**src/rtl/id_control_pkg.sv**
```systemverilog
// Shared opcodes, ALUOp classes and ID/EX bundle layout
// for the decode control stage and the EX-stage ALU control.
package id_control_pkg;

  localparam logic [5:0] OP_RTYPE = 6'b000000;
  localparam logic [5:0] OP_J     = 6'b000010;
  localparam logic [5:0] OP_JAL   = 6'b000011;
  localparam logic [5:0] OP_BEQ   = 6'b000100;
  localparam logic [5:0] OP_BNE   = 6'b000101;
  localparam logic [5:0] OP_ADDI  = 6'b001000;
  localparam logic [5:0] OP_ADDIU = 6'b001001;
  localparam logic [5:0] OP_SLTI  = 6'b001010;
  localparam logic [5:0] OP_ANDI  = 6'b001100;
  localparam logic [5:0] OP_ORI   = 6'b001101;
  localparam logic [5:0] OP_XORI  = 6'b001110;
  localparam logic [5:0] OP_LUI   = 6'b001111;
  localparam logic [5:0] OP_LB    = 6'b100000;
  localparam logic [5:0] OP_LH    = 6'b100001;
  localparam logic [5:0] OP_LW    = 6'b100011;
  localparam logic [5:0] OP_LBU   = 6'b100100;
  localparam logic [5:0] OP_LHU   = 6'b100101;
  localparam logic [5:0] OP_SB    = 6'b101000;
  localparam logic [5:0] OP_SH    = 6'b101001;
  localparam logic [5:0] OP_SW    = 6'b101011;

  localparam logic [3:0] ALUOP_RTYPE  = 4'b0000;
  localparam logic [3:0] ALUOP_MEM    = 4'b0001;
  localparam logic [3:0] ALUOP_BRANCH = 4'b0010;
  localparam logic       ALUOP_IMM    = 1'b1;

  typedef struct packed {
    logic [3:0] alu_op;
    logic       zero_ext;
    logic       alu_src;
    logic       reg_dst;
    logic       reg_write;
    logic       mem_read;
    logic       mem_write;
    logic       mem_to_reg;
    logic       link;
  } ctrl_t;

  typedef struct packed {
    logic        valid;
    ctrl_t       ctrl;
    logic [5:0]  funct;
    logic [4:0]  rs;
    logic [4:0]  rt;
    logic [4:0]  rd;
    logic [15:0] imm;
  } id_ex_t;

endpackage

```
**src/rtl/id_control_stage_main_decoder.sv**
```systemverilog
// Combinational main decoder: opcode to control word,
// plus the rt-as-source flag used by hazard detection.
module main_decoder
  import id_control_pkg::*;
(
  input  logic [31:0] i_instruction,
  output ctrl_t       o_ctrl,
  output logic        o_uses_rt,
  output logic        o_illegal
);

  logic [5:0] op;
  logic is_r, is_ld, is_st, is_imm, is_br, is_j, is_jal;

  assign op     = i_instruction[31:26];
  assign is_r   = (op == OP_RTYPE);
  assign is_ld  = op inside {OP_LB, OP_LH, OP_LW, OP_LBU, OP_LHU};
  assign is_st  = op inside {OP_SB, OP_SH, OP_SW};
  assign is_imm = op inside {OP_ADDI, OP_ADDIU, OP_SLTI, OP_ANDI,
                             OP_ORI, OP_XORI, OP_LUI};
  assign is_br  = op inside {OP_BEQ, OP_BNE};
  assign is_j   = (op == OP_J);
  assign is_jal = (op == OP_JAL);

  always_comb begin
    o_ctrl    = '0;
    o_uses_rt = 1'b0;
    o_illegal = 1'b0;
    unique case (1'b1)
      is_r: begin
        o_ctrl.alu_op    = ALUOP_RTYPE;
        o_ctrl.reg_dst   = 1'b1;
        o_ctrl.reg_write = (i_instruction != 32'd0);
        o_uses_rt        = 1'b1;
      end
      is_ld: begin
        o_ctrl.alu_op     = ALUOP_MEM;
        o_ctrl.alu_src    = 1'b1;
        o_ctrl.mem_read   = 1'b1;
        o_ctrl.mem_to_reg = 1'b1;
        o_ctrl.reg_write  = 1'b1;
      end
      is_st: begin
        o_ctrl.alu_op    = ALUOP_MEM;
        o_ctrl.alu_src   = 1'b1;
        o_ctrl.mem_write = 1'b1;
        o_uses_rt        = 1'b1;
      end
      is_imm: begin
        o_ctrl.alu_op    = (op == OP_ADDIU) ? {ALUOP_IMM, 3'b000}
                                            : {ALUOP_IMM, op[2:0]};
        o_ctrl.alu_src   = 1'b1;
        o_ctrl.reg_write = 1'b1;
        o_ctrl.zero_ext  = op[2] & ~(op[1] & op[0]);
      end
      is_br: begin
        o_ctrl.alu_op = ALUOP_BRANCH;
        o_uses_rt     = 1'b1;
      end
      is_j: begin
        o_ctrl.alu_op = ALUOP_BRANCH;
      end
      is_jal: begin
        o_ctrl.alu_op    = ALUOP_BRANCH;
        o_ctrl.reg_write = 1'b1;
        o_ctrl.link      = 1'b1;
      end
      default: o_illegal = 1'b1;
    endcase
  end

endmodule

```
**src/rtl/id_control_stage.sv**
```systemverilog
// ID control stage: main decode, ID/EX control register,
// load-use stall and sticky illegal-opcode flag.
module id_control_stage
  import id_control_pkg::*;
(
  input  logic        i_clock,
  input  logic        i_reset,
  input  logic [31:0] i_instruction,
  input  logic        i_valid,
  input  logic        i_flush,
  output logic        o_stall,
  output logic        o_valid,
  output logic [3:0]  o_ALUOp,
  output logic [5:0]  o_funct,
  output logic [4:0]  o_rs,
  output logic [4:0]  o_rt,
  output logic [4:0]  o_rd,
  output logic [15:0] o_imm,
  output logic        o_zero_ext,
  output logic        o_ALUSrc,
  output logic        o_RegDst,
  output logic        o_RegWrite,
  output logic        o_MemRead,
  output logic        o_MemWrite,
  output logic        o_MemtoReg,
  output logic        o_link,
  output logic        o_illegal
);

  ctrl_t      dec;
  logic       uses_rt, dec_illegal;
  logic       hazard, load;
  logic [4:0] rs, rt, rd;
  id_ex_t     ex_d, ex_q;
  logic       illegal_d, illegal_q;

  assign rs = i_instruction[25:21];
  assign rt = i_instruction[20:16];
  assign rd = i_instruction[15:11];

  main_decoder u_dec (
    .i_instruction (i_instruction),
    .o_ctrl        (dec),
    .o_uses_rt     (uses_rt),
    .o_illegal     (dec_illegal)
  );

  // Only the load in EX can create a dependency not covered by forwarding.
  assign hazard = ex_q.valid & ex_q.ctrl.mem_read
                & (ex_q.rt != 5'd0) & i_valid
                & ((ex_q.rt == rs) | (uses_rt & (ex_q.rt == rt)));
  assign o_stall = hazard & ~i_flush;
  assign load    = i_valid & ~i_flush & ~hazard;

  always_comb begin
    ex_d      = '0;
    illegal_d = illegal_q | (load & dec_illegal);
    if (load && !dec_illegal) begin
      ex_d.valid = 1'b1;
      ex_d.ctrl  = dec;
      ex_d.funct = i_instruction[5:0];
      ex_d.rs    = rs;
      ex_d.rt    = rt;
      ex_d.rd    = dec.link ? 5'd31 : rd;
      ex_d.imm   = i_instruction[15:0];
    end
  end

  always_ff @(posedge i_clock) begin
    if (i_reset) begin
      ex_q      <= '0;
      illegal_q <= 1'b0;
    end else begin
      ex_q      <= ex_d;
      illegal_q <= illegal_d;
    end
  end

  assign o_valid    = ex_q.valid;
  assign o_ALUOp    = ex_q.ctrl.alu_op;
  assign o_funct    = ex_q.funct;
  assign o_rs       = ex_q.rs;
  assign o_rt       = ex_q.rt;
  assign o_rd       = ex_q.rd;
  assign o_imm      = ex_q.imm;
  assign o_zero_ext = ex_q.ctrl.zero_ext;
  assign o_ALUSrc   = ex_q.ctrl.alu_src;
  assign o_RegDst   = ex_q.ctrl.reg_dst;
  assign o_RegWrite = ex_q.ctrl.reg_write;
  assign o_MemRead  = ex_q.ctrl.mem_read;
  assign o_MemWrite = ex_q.ctrl.mem_write;
  assign o_MemtoReg = ex_q.ctrl.mem_to_reg;
  assign o_link     = ex_q.ctrl.link;
  assign o_illegal  = illegal_q;

endmodule

```
**config.mk**
```make
export PLATFORM = sky130hd
export DESIGN_NAME = id_control_stage
export DESIGN_NICKNAME = d
export VERILOG_FILES = /design/src/rtl/id_control_pkg.sv /design/src/rtl/id_control_stage_main_decoder.sv /design/src/rtl/id_control_stage.sv
export SDC_FILE = /design/constraint.sdc
export NUM_CORES = 1
export LEC_CHECK = 0
export BUFFER_PORTS_ARGS = -buffer_cell sky130_fd_sc_hd__buf_4
export CAP_MARGIN = 0
export CORE_ASPECT_RATIO = 2
export CORE_UTILIZATION = 42
export DETAILED_ROUTE_END_ITERATION = 12
export PLACE_DENSITY = 0.74
export SETUP_SLACK_MARGIN = 0.3
export SLEW_MARGIN = 20
export SYNTH_ARGS = -nofsm -noshare
export SYNTH_HDL_FRONTEND = slang
export SYNTH_SLANG_ARGS = --single-unit
```
**constraint.sdc**
```tcl
create_clock -name i_clock -period 5.4 [get_ports i_clock]
set_input_delay 1.08 -clock i_clock [delete_from_list [all_inputs] [get_ports i_clock]]
set_output_delay 1.08 -clock i_clock [all_outputs]
set_load 0.01 [all_outputs]
```
==> impl_summary.txt, run 1 <==
----------------------------------------------------
[Critical path]
  Startpoint kind of the worst setup timing path ... input port
  R2R Path End ... o_funct[2]
  R2R setup slack ... 2.98 ns
  Crit path max fanout ... 3
  Combined buffer and inverter count along the critical path ... 2
  Cell occurring most often along the worst timing path ... sky130_fd_sc_hd__buf_4
  Data required time at the worst endpoint ... 4.32 ns
  Library cell contributing the largest single delay on the critical path ... sky130_fd_sc_hd__or3_2
  CP Cell Sequence ... buf_4, xnor2_1, nand4_1, or3_4, or3_2, a21oi_1, buf_4
  Launching element of the worst setup path ... i_instruction[19]
  Worst Reg-to-Reg Cells ... 6
  RR Startpoint ... o_rt[3]
  Longest individual stage delay on the worst path ... 0.45 ns
  Type of destination of the critical path ... output pin
  Cell family contributing the most delay on the critical path ... simple AND/OR/NAND/NOR gates
  Arr. time, crit path ... 2.59 ns
  Number of stages on the worst setup path ... 7
  Critical path class ... input port to output pin

[Timing]
  Count of pins over their slew limit ... 0
  Final critical delay including setup and external delays ... 3.67 ns
  Tightest slew margin relative to the limit ... 29.5%
  Finish-stage setup viols ... 0
  Fmax achieved ... 272 MHz
  Final hold slack ... 0.488 ns
  Final period util ... 68.0%
  Slew @ Worst Pin ... 1.05 ns
  Crit path setup slack, layout ... 1.73 ns
  Endpoints failing hold ... 0
  RSZ-0062 raised after global routing ... false
  Setup TNS ... 0 ns
  Final worst clock skew ... 0.00460 ns

[Final layout]
  Layout overhead on the synthesized area ... 38.4%
  Post-layout util ... 60.9%
  Diode insertion count for antenna repair ... 0
  Number of fillers in the final layout ... 403
  Fraction of final layout cells with drive strength greater than 1 ... 37.1%
  Post-Layout Cell Count ... 332
  Final layout net count ... 316

[Clock tree]
  Cell chosen for the clock root ... sky130_fd_sc_hd__clkbuf_8
  Clock tree from TritonCTS ... yes
  Postcts setup bufs ... 0
  Post-CTS Resized ... 0
  Clk slew on worst S/H paths ... 0.07 ns
  Worst-skew pair later-pin latency ... 0.28 ns
  Buffer levels on the longest clock path ... 2
  Number of buffers created by CTS ... 5
  Number of H-tree branching levels ... 2
  CTS Hold Bufs ... 0
  Number of sinks on the clock net ... 44

[Die]
  Die Y ... 95.0 um
  Die ar. ... 4610 um^2
  Top Ports ... 88
  Die span in x ... 48.5 um
  Starting Density ... 44.0%
  # rows ... 33
  Standard cell core area ... 4130 um^2

[GRT]
  Number of antenna violations at the first check in global routing ... 0
  Number of global-route vias before repair ... 1556
  Overflow left after global routing ... 0
  Total track usage ... 19.5%
  Largest net degree at the start of global routing ... 30
  Wire length of the first global-routing pass ... 6890 um

[Route]
  Detail Route Antenna Nets ... 0
  Total DRC errors in the routed layout ... 0
  Number of DRC violations after detailed-routing iteration 0 ... 14
  Number of vias after detailed routing ... 1671
  Vias per std cell ... 5.03
  Per-cell routed wire length ... 13.1 um
  Count of TritonRoute iterations in the first routing pass ... 4
  DRT Wirelength ... 4350 um

[Placement]
  Final weighted congestion in routability-driven placement ... 0.770
  Number of buffers inserted by port buffering ... 87
  Cell count after placement ... 325
  Half-perimeter wire length of the detailed placement result ... 3350 um
  Worst setup slack before clock tree synthesis ... 1.73 ns

[Hold path]
  Endpoint, Worst Hold ... o_illegal
  Number of instances on the worst hold path ... 2
  Worst min-delay path category ... flip-flop to flip-flop
  Origin of the worst min-delay path ... o_illegal

[Yosys]
  FF+latch count, synth ... 44
  Syn avg cell area ... 8.99 um^2
  Number of warnings reported in the yosys synthesis log ... 0
  Cells after synthesis ... 202
  Netlist cell types ... 37
  Area share of the largest cell type after synthesis ... 48.5%
  Synthesized net count ... 238
  Synth area leader ... sky130_fd_sc_hd__dfxtp_1
  Post-synthesis async set-or-reset flop share ... 0%
  Share of synthesized area occupied by flip-flops and latches ... 48.5%
  Ys flop type ... sky130_fd_sc_hd__dfxtp_1
  Most used standard cell by instance count after synthesis ... sky130_fd_sc_hd__dfxtp_1
  Most frequent cells after synthesis ... sky130_fd_sc_hd__dfxtp_1 (44), sky130_fd_sc_hd__inv_1 (32), sky130_fd_sc_hd__nor3_1 (32)
  Post-synth design cell area ... 1820 um^2
  Number of enable flip-flop cells after synthesis ... 0
  Leading post-synthesis cells by cell area ... sky130_fd_sc_hd__dfxtp_1 (48%), sky130_fd_sc_hd__nor3_1 (8.8%), sky130_fd_sc_hd__inv_1 (6.6%)

[Power and ir drop]
  Power Density ... 238 nW/um^2
  Static leakage ... 1.16 nW
  Peak VDD IR ... 0.000152 V

[Run]
  Number of violations of the max-capacitance limit ... 0

[Status]
  Status ... complete, no violations

----------------------------------------------------
==> cell type report <==
class	instances	area [um^2]	share of cell area, %
flip-flops and latches	44	881	35.0
multi-input cells	108	703	28.0
repair buffers	89	668	26.6
inverters	32	120	4.78
clock buffers	6	72.6	2.89
well taps	52	65.1	2.59
clock inverters	1	5.00	0.199
==> worst min-delay path: stages (launching register included) <==
cell and delay [ns]:
sky130_fd_sc_hd__dfxtp_1 0.31, sky130_fd_sc_hd__inv_1 0.06, sky130_fd_sc_hd__o22ai_2 0.07
==> placed cells by master (no fill, tap or decap), types with 2 or more instances in the layout <==
cell type | synthesis | layout
sky130_fd_sc_hd__dfxtp_1 | 44 | 44
sky130_fd_sc_hd__nor2_1 | 8 | 8
sky130_fd_sc_hd__nand2_1 | 10 | 10
sky130_fd_sc_hd__o211ai_1 | 2 | 2
sky130_fd_sc_hd__nor4_1 | 7 | 7
sky130_fd_sc_hd__clkbuf_8 | 0 | 5
sky130_fd_sc_hd__o21ai_0 | 2 | 2
sky130_fd_sc_hd__xnor2_1 | 6 | 6
sky130_fd_sc_hd__xor2_1 | 5 | 5
sky130_fd_sc_hd__o311ai_4 | 1 | 2
sky130_fd_sc_hd__buf_4 | 7 | 89
sky130_fd_sc_hd__a21oi_1 | 3 | 3
sky130_fd_sc_hd__nor3_1 | 32 | 32
sky130_fd_sc_hd__a211oi_1 | 6 | 6
sky130_fd_sc_hd__nand4_1 | 3 | 3
sky130_fd_sc_hd__nand3_1 | 2 | 2
sky130_fd_sc_hd__inv_1 | 32 | 32
sky130_fd_sc_hd__nor3_2 | 4 | 4
==> stage by stage <==
| stage | cell area, um^2 | power [mW] |
|---|---|---|
| 5_1_grt | 2510 | 0.623 |
| 4_1_cts | 2510 | 0.603 |
| 2_1_floorplan | 1820 | 0.380 |
| 3_5_place_dp | 2440 | 0.419 |
| 6_report | 2510 | 0.599 |
| 3_3_place_gp | 2440 | 0.418 |
==> routing by layer <==
layer  part of all wire, %  up-vias  global-route usage (%)
met4                   3.7        0                    10.8
met5                     0        -                       0
met3                   4.4        9                    2.87
li1                      -      826                       -
met1                    34      772                    18.5
met2                    57       64                    39.2
==> where the power goes <==
group	switching, mW	total [mW]	internal (mW)
clock	0.0996	0.188	0.0880
sequential	0.00209	0.331	0.328
combinational	0.0438	0.0805	0.0367
total	0.145	0.599	0.453
==> registers in the layout, summed over array words and instances (netlist names), 4 cells and up <==
register and flops:
o_rd 5, o_rt 5, o_rs 5, o_funct 5
o_imm 11, o_ALUOp 4
==> worst max path at each step <==
stage	to	slack, ns
after floorplan	o_stall	1.95
after global placement	o_stall	1.74
after detailed placement	o_stall	1.73
after CTS	o_stall	1.72
after global routing	o_stall	1.63
final	o_stall	1.73
==> logic make-up after synthesis <==
logic type | count (synthesis) | share of synthesized area [%]
simple gates | 74 | 22.0
compound gates | 23 | 10.4
buf+inv | 50 | 13.8
flops | 44 | 48.5
xor+xnor | 11 | 5.30
(Power assumes the default switching activity.)
==> run 2: changes to the inputs <==
CORE_UTILIZATION = 41   (was 42)
PLACE_DENSITY = 0.75   (was 0.74)
clock period = 3.3 ns   (was 5.4 ns; I/O delays follow)
==> run 2 against run 1 <==
  * Worst hold slack got worse by 0.0021 ns
  * Critical path depth unchanged
  * Combinational power rose by 65%
  * Clock skew is 0.0011 ns lower
  * First-iteration DRC count increased by 110%
  * Core utilization up 0.93 points
  * Die area increased by 2.4%
  * Power increased by 86%
  * Cell area grew 2.5%
  * Sequential cell count is the same
  * Sequential power rose by 63%
  * Wire length fell by 2.0%
  * Largest cell class unchanged
==> impl_summary.txt, run 2 (same netlist as run 1, synthesis figures left out) <==
----------------------------------------------------
[Die]
  # rows ... 33 (unchanged)
  Die span in x ... 49.1 um (+1.2%)
  Die ar. ... 4720 um^2 (+2.4%)
  Starting Density ... 43.6% (-0.44 points)
  Top Ports ... 88 (unchanged)
  Die Y ... 96.1 um (+1.2%)
  Standard cell core area ... 4170 um^2 (+1.0%)

[Timing]
  RSZ-0062 raised after global routing ... false
  Fmax achieved ... 353 MHz
  Slew @ Worst Pin ... 0.935 ns (-0.120 ns)
  Final period util ... 85.8%
  Endpoints failing hold ... 0 (unchanged)
  Setup TNS ... 0 ns (unchanged)
  Final worst clock skew ... 0.00351 ns (-0.00110 ns)
  Tightest slew margin relative to the limit ... 37.5% (+8.0 points)
  Count of pins over their slew limit ... 0 (unchanged)
  Finish-stage setup viols ... 0 (unchanged)
  Final critical delay including setup and external delays ... 2.83 ns
  Final hold slack ... 0.486 ns (-0.00213 ns)

[Power and ir drop]
  Static leakage ... 1.19 nW (+2.8%)
  Internal power consumption ... 0.866 mW (+91%)
  Net switching power of the design ... 0.246 mW (+69%)
  Power Density ... 431 nW/um^2 (+81%)
  Reg power frac ... 48.6% (-6.6 points)
  Peak VDD IR ... 0.000319 V (+110%)
  Combinational group share of total power ... 12.0% (-1.4 points)
  Clock share of power ... 39.4% (+8.1 points)
  Switching share of total power ... 22.1% (-2.2 points)

[GRT]
  Number of antenna violations at the first check in global routing ... 0 (unchanged)
  Overflow left after global routing ... 0 (unchanged)
  Total track usage ... 18.6% (-0.95 points)
  Largest net degree at the start of global routing ... 34 (+13%)
  Wire length of the first global-routing pass ... 6710 um (-2.5%)
  Number of global-route vias before repair ... 1506 (-3.2%)

[Route]
  Detail Route Antenna Nets ... 0 (unchanged)
  Per-cell routed wire length ... 12.7 um (-2.9%)
  Vias per std cell ... 4.95 (-1.7%)
  Number of DRC violations after detailed-routing iteration 0 ... 29 (+15)
  Detailed-routed wire length on met3 ... 206 um (+6.7%)
  Total DRC errors in the routed layout ... 0 (unchanged)
  DRT Wirelength ... 4270 um (-2.0%)
  Count of TritonRoute iterations in the first routing pass ... 4 (unchanged)
  Routed length on met1 ... 1560 um (+4.1%)
  Number of vias after detailed routing ... 1658 (-0.78%)
  DR top layer ... met4
  Met2 wire len ... 2440 um (-2.4%)

[Final layout]
  Post-layout util ... 61.8% (+0.93 points)
  Area taken by multi-input logic gates ... 703 um^2 (unchanged)
  Register area ... 881 um^2 (unchanged)
  Layout overhead on the synthesized area ... 41.9%
  Final std cell area, no fill ... 2580 um^2 (+2.5%)
  Number of fillers in the final layout ... 395 (-2.0%)
  Fraction of final layout cells with drive strength greater than 1 ... 38.2% (+1.0 points)
  Max FFs per register ... 11 (unchanged)
  Most used cells in the layout excluding fill and tap cells ... sky130_fd_sc_hd__buf_4 (91), sky130_fd_sc_hd__dfxtp_1 (44), sky130_fd_sc_hd__nor3_1 (32), sky130_fd_sc_hd__inv_1 (32), sky130_fd_sc_hd__nand2_1 (10)
  Diode insertion count for antenna repair ... 0 (unchanged)
  Most common cell after layout, fill and taps aside ... sky130_fd_sc_hd__buf_4
  Final layout net count ... 318 (+0.63%)

[Status]
  Status ... complete, no violations

[Critical path]
  R2R setup slack ... 1.30 ns (-1.68 ns)
  Startpoint kind of the worst setup timing path ... input port
  Critical path class ... input port to output pin
  Arr. time, crit path ... 2.17 ns (-0.42 ns)
  R2R Path End ... o_ALUOp[3]
  Type of destination of the critical path ... output pin
  Data required time at the worst endpoint ... 2.64 ns (-1.68 ns)
  Worst Reg-to-Reg Cells ... 6 (unchanged)
  RR Startpoint ... o_rt[4]
  Crit path max fanout ... 3 (unchanged)

[Clock tree]
  Number of sinks on the clock net ... 44 (unchanged)
  Worst-skew pair later-pin latency ... 0.29 ns (about the same)
  Cell chosen for the clock root ... sky130_fd_sc_hd__clkbuf_8
  Number of H-tree branching levels ... 2 (unchanged)
  CTS Hold Bufs ... 0 (unchanged)
  Number of buffers created by CTS ... 5 (unchanged)
  Buffer levels on the longest clock path ... 2 (unchanged)
  Clock tree from TritonCTS ... yes
  Post-CTS Resized ... 0 (unchanged)
  Postcts setup bufs ... 0 (unchanged)
  Clk slew on worst S/H paths ... 0.08 ns (about the same)

[Hold path]
  Worst min-delay path category ... flip-flop to flip-flop
  Number of instances on the worst hold path ... 2 (unchanged)
  Endpoint, Worst Hold ... o_illegal
  Origin of the worst min-delay path ... o_illegal

[Run]
  Number of violations of the max-capacitance limit ... 0 (unchanged)

[Placement]
  Final weighted congestion in routability-driven placement ... 0.824 (+6.9%)
  Cell area after placement ... 2450 um^2 (+0.62%)
  Number of buffers inserted by port buffering ... 87 (unchanged)
  Half-perimeter wire length of the detailed placement result ... 3350 um (-0.21%)

----------------------------------------------------
[run 2: cell count changes in the layout (fill, tap and decap cells not counted), sizes merged]
cell / previous run / this run
clkinv: 1 / 0
bufinv: 0 / 1
clkbuf: 6 / 7
buf: 89 / 91
[run 2: cell type report]
type,count,area share [%]
inverter,32,4.66
clock inverter,1,1.16
sequential,44,34.2
tap,52,2.52
clock buffer,7,3.74
multi-input combinational,108,27.3
timing repair buffer,91,26.5
[run 2: per-stage QoR]
stage                     worst slack, ns  std cells  total power [mW]
after floorplan                     0.688        202             0.622
after global placement              0.481        327             0.686
after detailed placement            0.475        327             0.687
after CTS                           0.466        335              1.12
after global routing                0.394        335              1.16
final                               0.468        335              1.11
[run 2: critical path, cell delays in order]
cell and delay, ns:
sky130_fd_sc_hd__buf_4 0.13, sky130_fd_sc_hd__xnor2_1 0.15, sky130_fd_sc_hd__nand4_1 0.10, sky130_fd_sc_hd__or3_4 0.39, sky130_fd_sc_hd__or3_2 0.45, sky130_fd_sc_hd__a21oi_1 0.15, sky130_fd_sc_hd__buf_4 0.14
[run 2: power by group through the flow]
stage          Combinational [mW]  Clock, mW  Sequential (mW)
5_1_grt                     0.145      0.473            0.542
3_3_place_gp                0.133          0            0.553
2_1_floorplan              0.0651          0            0.557
6_report                    0.133      0.438            0.541
4_1_cts                     0.134      0.448            0.541
3_5_place_dp                0.134          0            0.553
[run 2: worst max-delay path by stage]
| stage | slack, ns | from | end | cells after the start |
|---|---|---|---|---|
| final | 0.47 | i_instruction[20] | o_stall | 7 |
| after global routing | 0.39 | i_instruction[19] | o_stall | 7 |
| after CTS | 0.47 | i_instruction[20] | o_stall | 7 |
| after detailed placement | 0.47 | i_instruction[20] | o_stall | 7 |
| after global placement | 0.48 | i_instruction[20] | o_stall | 7 |
| after floorplan | 0.69 | i_instruction[17] | o_stall | 5 |
[run 2: metal layers]
metal / GRT usage, % / up-vias
met1: 17.0 / 756
met2: 38.0 / 66
met5: 0 / -
li1: - / 831
met4: 8.09 / 0
met3: 3.63 / 5
==> run 3: changes to the inputs <==
==> constraint.sdc (replaced) <==
create_clock -name i_clock -period 3.3 [get_ports i_clock]
set_input_delay 0.495 -clock i_clock [delete_from_list [all_inputs] [get_ports i_clock]]
set_output_delay 0.495 -clock i_clock [all_outputs]
set_load 0.01 [all_outputs]
==> run 3 against run 2 <==
  * Largest power group unchanged
  * Power down 11%
  * Register-to-register slack worse by 0.18 ns
  * Cell area down 1.7%
==> impl_summary.txt, run 3 (same netlist as run 1, synthesis figures left out) <==
----------------------------------------------------
[GRT]
  Number of global-route vias before repair ... 1565 (+3.9%)
  Largest net degree at the start of global routing ... 34 (unchanged)
  Overflow left after global routing ... 0 (unchanged)
  Wire length of the first global-routing pass ... 6700 um (-0.21%)
  Number of antenna violations at the first check in global routing ... 0 (unchanged)
  Total track usage ... 18.8% (+0.20 points)

[Final layout]
  Final layout net count ... 317 (-0.31%)
  Register area ... 881 um^2 (unchanged)
  Most common cell after layout, fill and taps aside ... sky130_fd_sc_hd__buf_4
  Fraction of final layout cells with drive strength greater than 1 ... 37.4% (-0.80 points)
  Post-layout util ... 60.8% (-1.1 points)
  Number of fillers in the final layout ... 381 (-3.5%)
  Max FFs per register ... 11 (unchanged)
  Layout overhead on the synthesized area ... 39.5%
  Most used cells in the layout excluding fill and tap cells ... sky130_fd_sc_hd__buf_4 (89), sky130_fd_sc_hd__dfxtp_1 (44), sky130_fd_sc_hd__nor3_1 (32), sky130_fd_sc_hd__inv_1 (32), sky130_fd_sc_hd__nand2_1 (10)
  Diode insertion count for antenna repair ... 0 (unchanged)
  Area taken by multi-input logic gates ... 703 um^2 (unchanged)

[Critical path]
  Critical path class ... flip-flop to output pin
  Library cell contributing the largest single delay on the critical path ... sky130_fd_sc_hd__or3_2
  Cell family contributing the most delay on the critical path ... simple AND/OR/NAND/NOR gates
  Type of destination of the critical path ... output pin
  Data required time at the worst endpoint ... 2.80 ns (+0.16 ns)
  CP Cell Sequence ... xnor2_1, nand4_1, or3_4, or3_2, a21oi_1, buf_4
  Longest individual stage delay on the worst path ... 0.45 ns (about the same)
  Crit path max fanout ... 4 (+1)
  Arr. time, crit path ... 2.10 ns (-0.07 ns)
  Combined buffer and inverter count along the critical path ... 1 (-1)
  Startpoint kind of the worst setup timing path ... flip-flop

[Clock tree]
  Number of H-tree branching levels ... 2 (unchanged)
  Clock tree from TritonCTS ... yes
  Number of sinks on the clock net ... 44 (unchanged)
  Post-CTS Resized ... 0 (unchanged)
  Worst-skew pair later-pin latency ... 0.29 ns (about the same)
  Cell chosen for the clock root ... sky130_fd_sc_hd__clkbuf_8
  Buffer levels on the longest clock path ... 2 (unchanged)
  Postcts setup bufs ... 0 (unchanged)
  Number of buffers created by CTS ... 5 (unchanged)
  Clk slew on worst S/H paths ... 0.08 ns (about the same)
  CTS Hold Bufs ... 0 (unchanged)

[Route]
  Number of DRC violations after detailed-routing iteration 0 ... 23 (-21%)
  Met2 wire len ... 2370 um (-2.6%)
  Detailed-routed wire length on met3 ... 211 um (+2.4%)
  DRT Wirelength ... 4220 um (-1.1%)
  Routed length on met1 ... 1490 um (-4.5%)
  Total DRC errors in the routed layout ... 0 (unchanged)
  Number of vias after detailed routing ... 1650 (-0.48%)
  DR top layer ... met4
  Detail Route Antenna Nets ... 0 (unchanged)
  Per-cell routed wire length ... 12.7 um (-0.56%)
  Count of TritonRoute iterations in the first routing pass ... 4 (unchanged)
  Vias per std cell ... 4.95 (+0.12%)

[Timing]
  Final hold slack ... 0.406 ns (-0.0807 ns)
  Setup TNS ... 0 ns (unchanged)
  Endpoints failing hold ... 0 (unchanged)
  Final period util ... 78.7% (-7.1 points)
  RSZ-0062 raised after global routing ... false
  Count of pins over their slew limit ... 0 (unchanged)
  Tightest slew margin relative to the limit ... 36.0% (-1.5 points)
  Slew @ Worst Pin ... 0.957 ns (+0.0222 ns)
  Final critical delay including setup and external delays ... 2.60 ns (-0.234 ns)
  Fmax achieved ... 385 MHz (+9.0%)
  Final worst clock skew ... 0.00668 ns (+0.00317 ns)
  Finish-stage setup viols ... 0 (unchanged)
  Crit path setup slack, layout ... 0.701 ns (+0.234 ns)

[Placement]
  Half-perimeter wire length of the detailed placement result ... 3320 um (-0.91%)
  Number of buffers inserted by port buffering ... 87 (unchanged)
  Worst setup slack before clock tree synthesis ... 0.787 ns (+0.312 ns)
  Final weighted congestion in routability-driven placement ... 0.793 (-3.8%)

[Status]
  Status ... complete, no violations

[Power and ir drop]
  Switching share of total power ... 24.5% (+2.4 points)
  Internal power consumption ... 0.744 mW (-14%)
  Combinational group share of total power ... 13.7% (+1.7 points)
  Clock share of power ... 31.5% (-7.9 points)
  Power Density ... 389 nW/um^2 (-9.9%)
  Net switching power of the design ... 0.241 mW (-2.0%)
  Reg power frac ... 54.9% (+6.3 points)
  Overall Power ... 0.985 mW (-11%)
  Static leakage ... 1.17 nW (-1.8%)
  Peak VDD IR ... 0.000337 V (+5.6%)

[Die]
  Starting Density ... 43.6% (unchanged)
  Standard cell core area ... 4170 um^2 (unchanged)
  Die span in x ... 49.1 um (unchanged)
  Top Ports ... 88 (unchanged)
  Die ar. ... 4720 um^2 (unchanged)
  Die Y ... 96.1 um (unchanged)
  # rows ... 33 (unchanged)

[Hold path]
  Worst min-delay path category ... input port to flip-flop

[Run]
  Number of violations of the max-capacitance limit ... 0 (unchanged)

----------------------------------------------------
run 3: cell types whose count changed in the layout (fill, tap and decap cells not counted):
cell,before,now
sky130_fd_sc_hd__clkbuf_8,7,5
sky130_fd_sc_hd__clkinv_2,0,1
sky130_fd_sc_hd__buf_4,91,89
sky130_fd_sc_hd__buf_12,0,1
sky130_fd_sc_hd__clkbuf_1,0,1
sky130_fd_sc_hd__bufinv_16,1,0
run 3: per-stage QoR:
stage                     instances  area [um^2]
after global routing            333         2530
after floorplan                 202         1820
after CTS                       333         2530
after detailed placement        326         2460
after global placement          326         2460
final                           333         2530
run 3: final cells by class:
class | count | area share [%]
clock inverter | 1 | 0.197
tap | 52 | 2.57
multi-input combinational | 108 | 27.7
inverter | 32 | 4.74
timing repair buffer | 90 | 27.1
clock buffer | 6 | 2.86
sequential | 44 | 34.7
run 3: final timing paths:
kind	start	end	slack, ns	cells after the start
max reg2reg	o_rt[4]	o_rd[0]	1.12	6
min	i_reset	o_illegal	0.41	2
max	o_rt[4]	o_stall	0.70	6
min reg2reg	o_illegal	o_illegal	0.50	2
run 3: power groups by stage:
stage                     Sequential [mW]  Clock, mW  Combinational [mW]
after CTS                           0.541      0.317               0.136
final                               0.541      0.310               0.135
after floorplan                     0.557          0              0.0651
after global placement              0.553          0               0.134
after global routing                0.542      0.337               0.148
after detailed placement            0.553          0               0.135
run 3: routing by layer:
metal / GRT usage, % / up-vias
li1: - / 827
met1: 16.4 / 740
met2: 37.7 / 74
met3: 3.63 / 9
met4: 11.8 / 0
met5: 0 / -
run 3: worst register-to-register path, delay by kind of cell (launching register included):
| family | cells | cell delay [ns] |
|---|---|---|
| compound gates | 2 | 0.68 |
| xor+xnor | 1 | 0.16 |
| flops | 1 | 0.42 |
| simple gates | 2 | 0.50 |
| buf+inv | 1 | 0.27 |
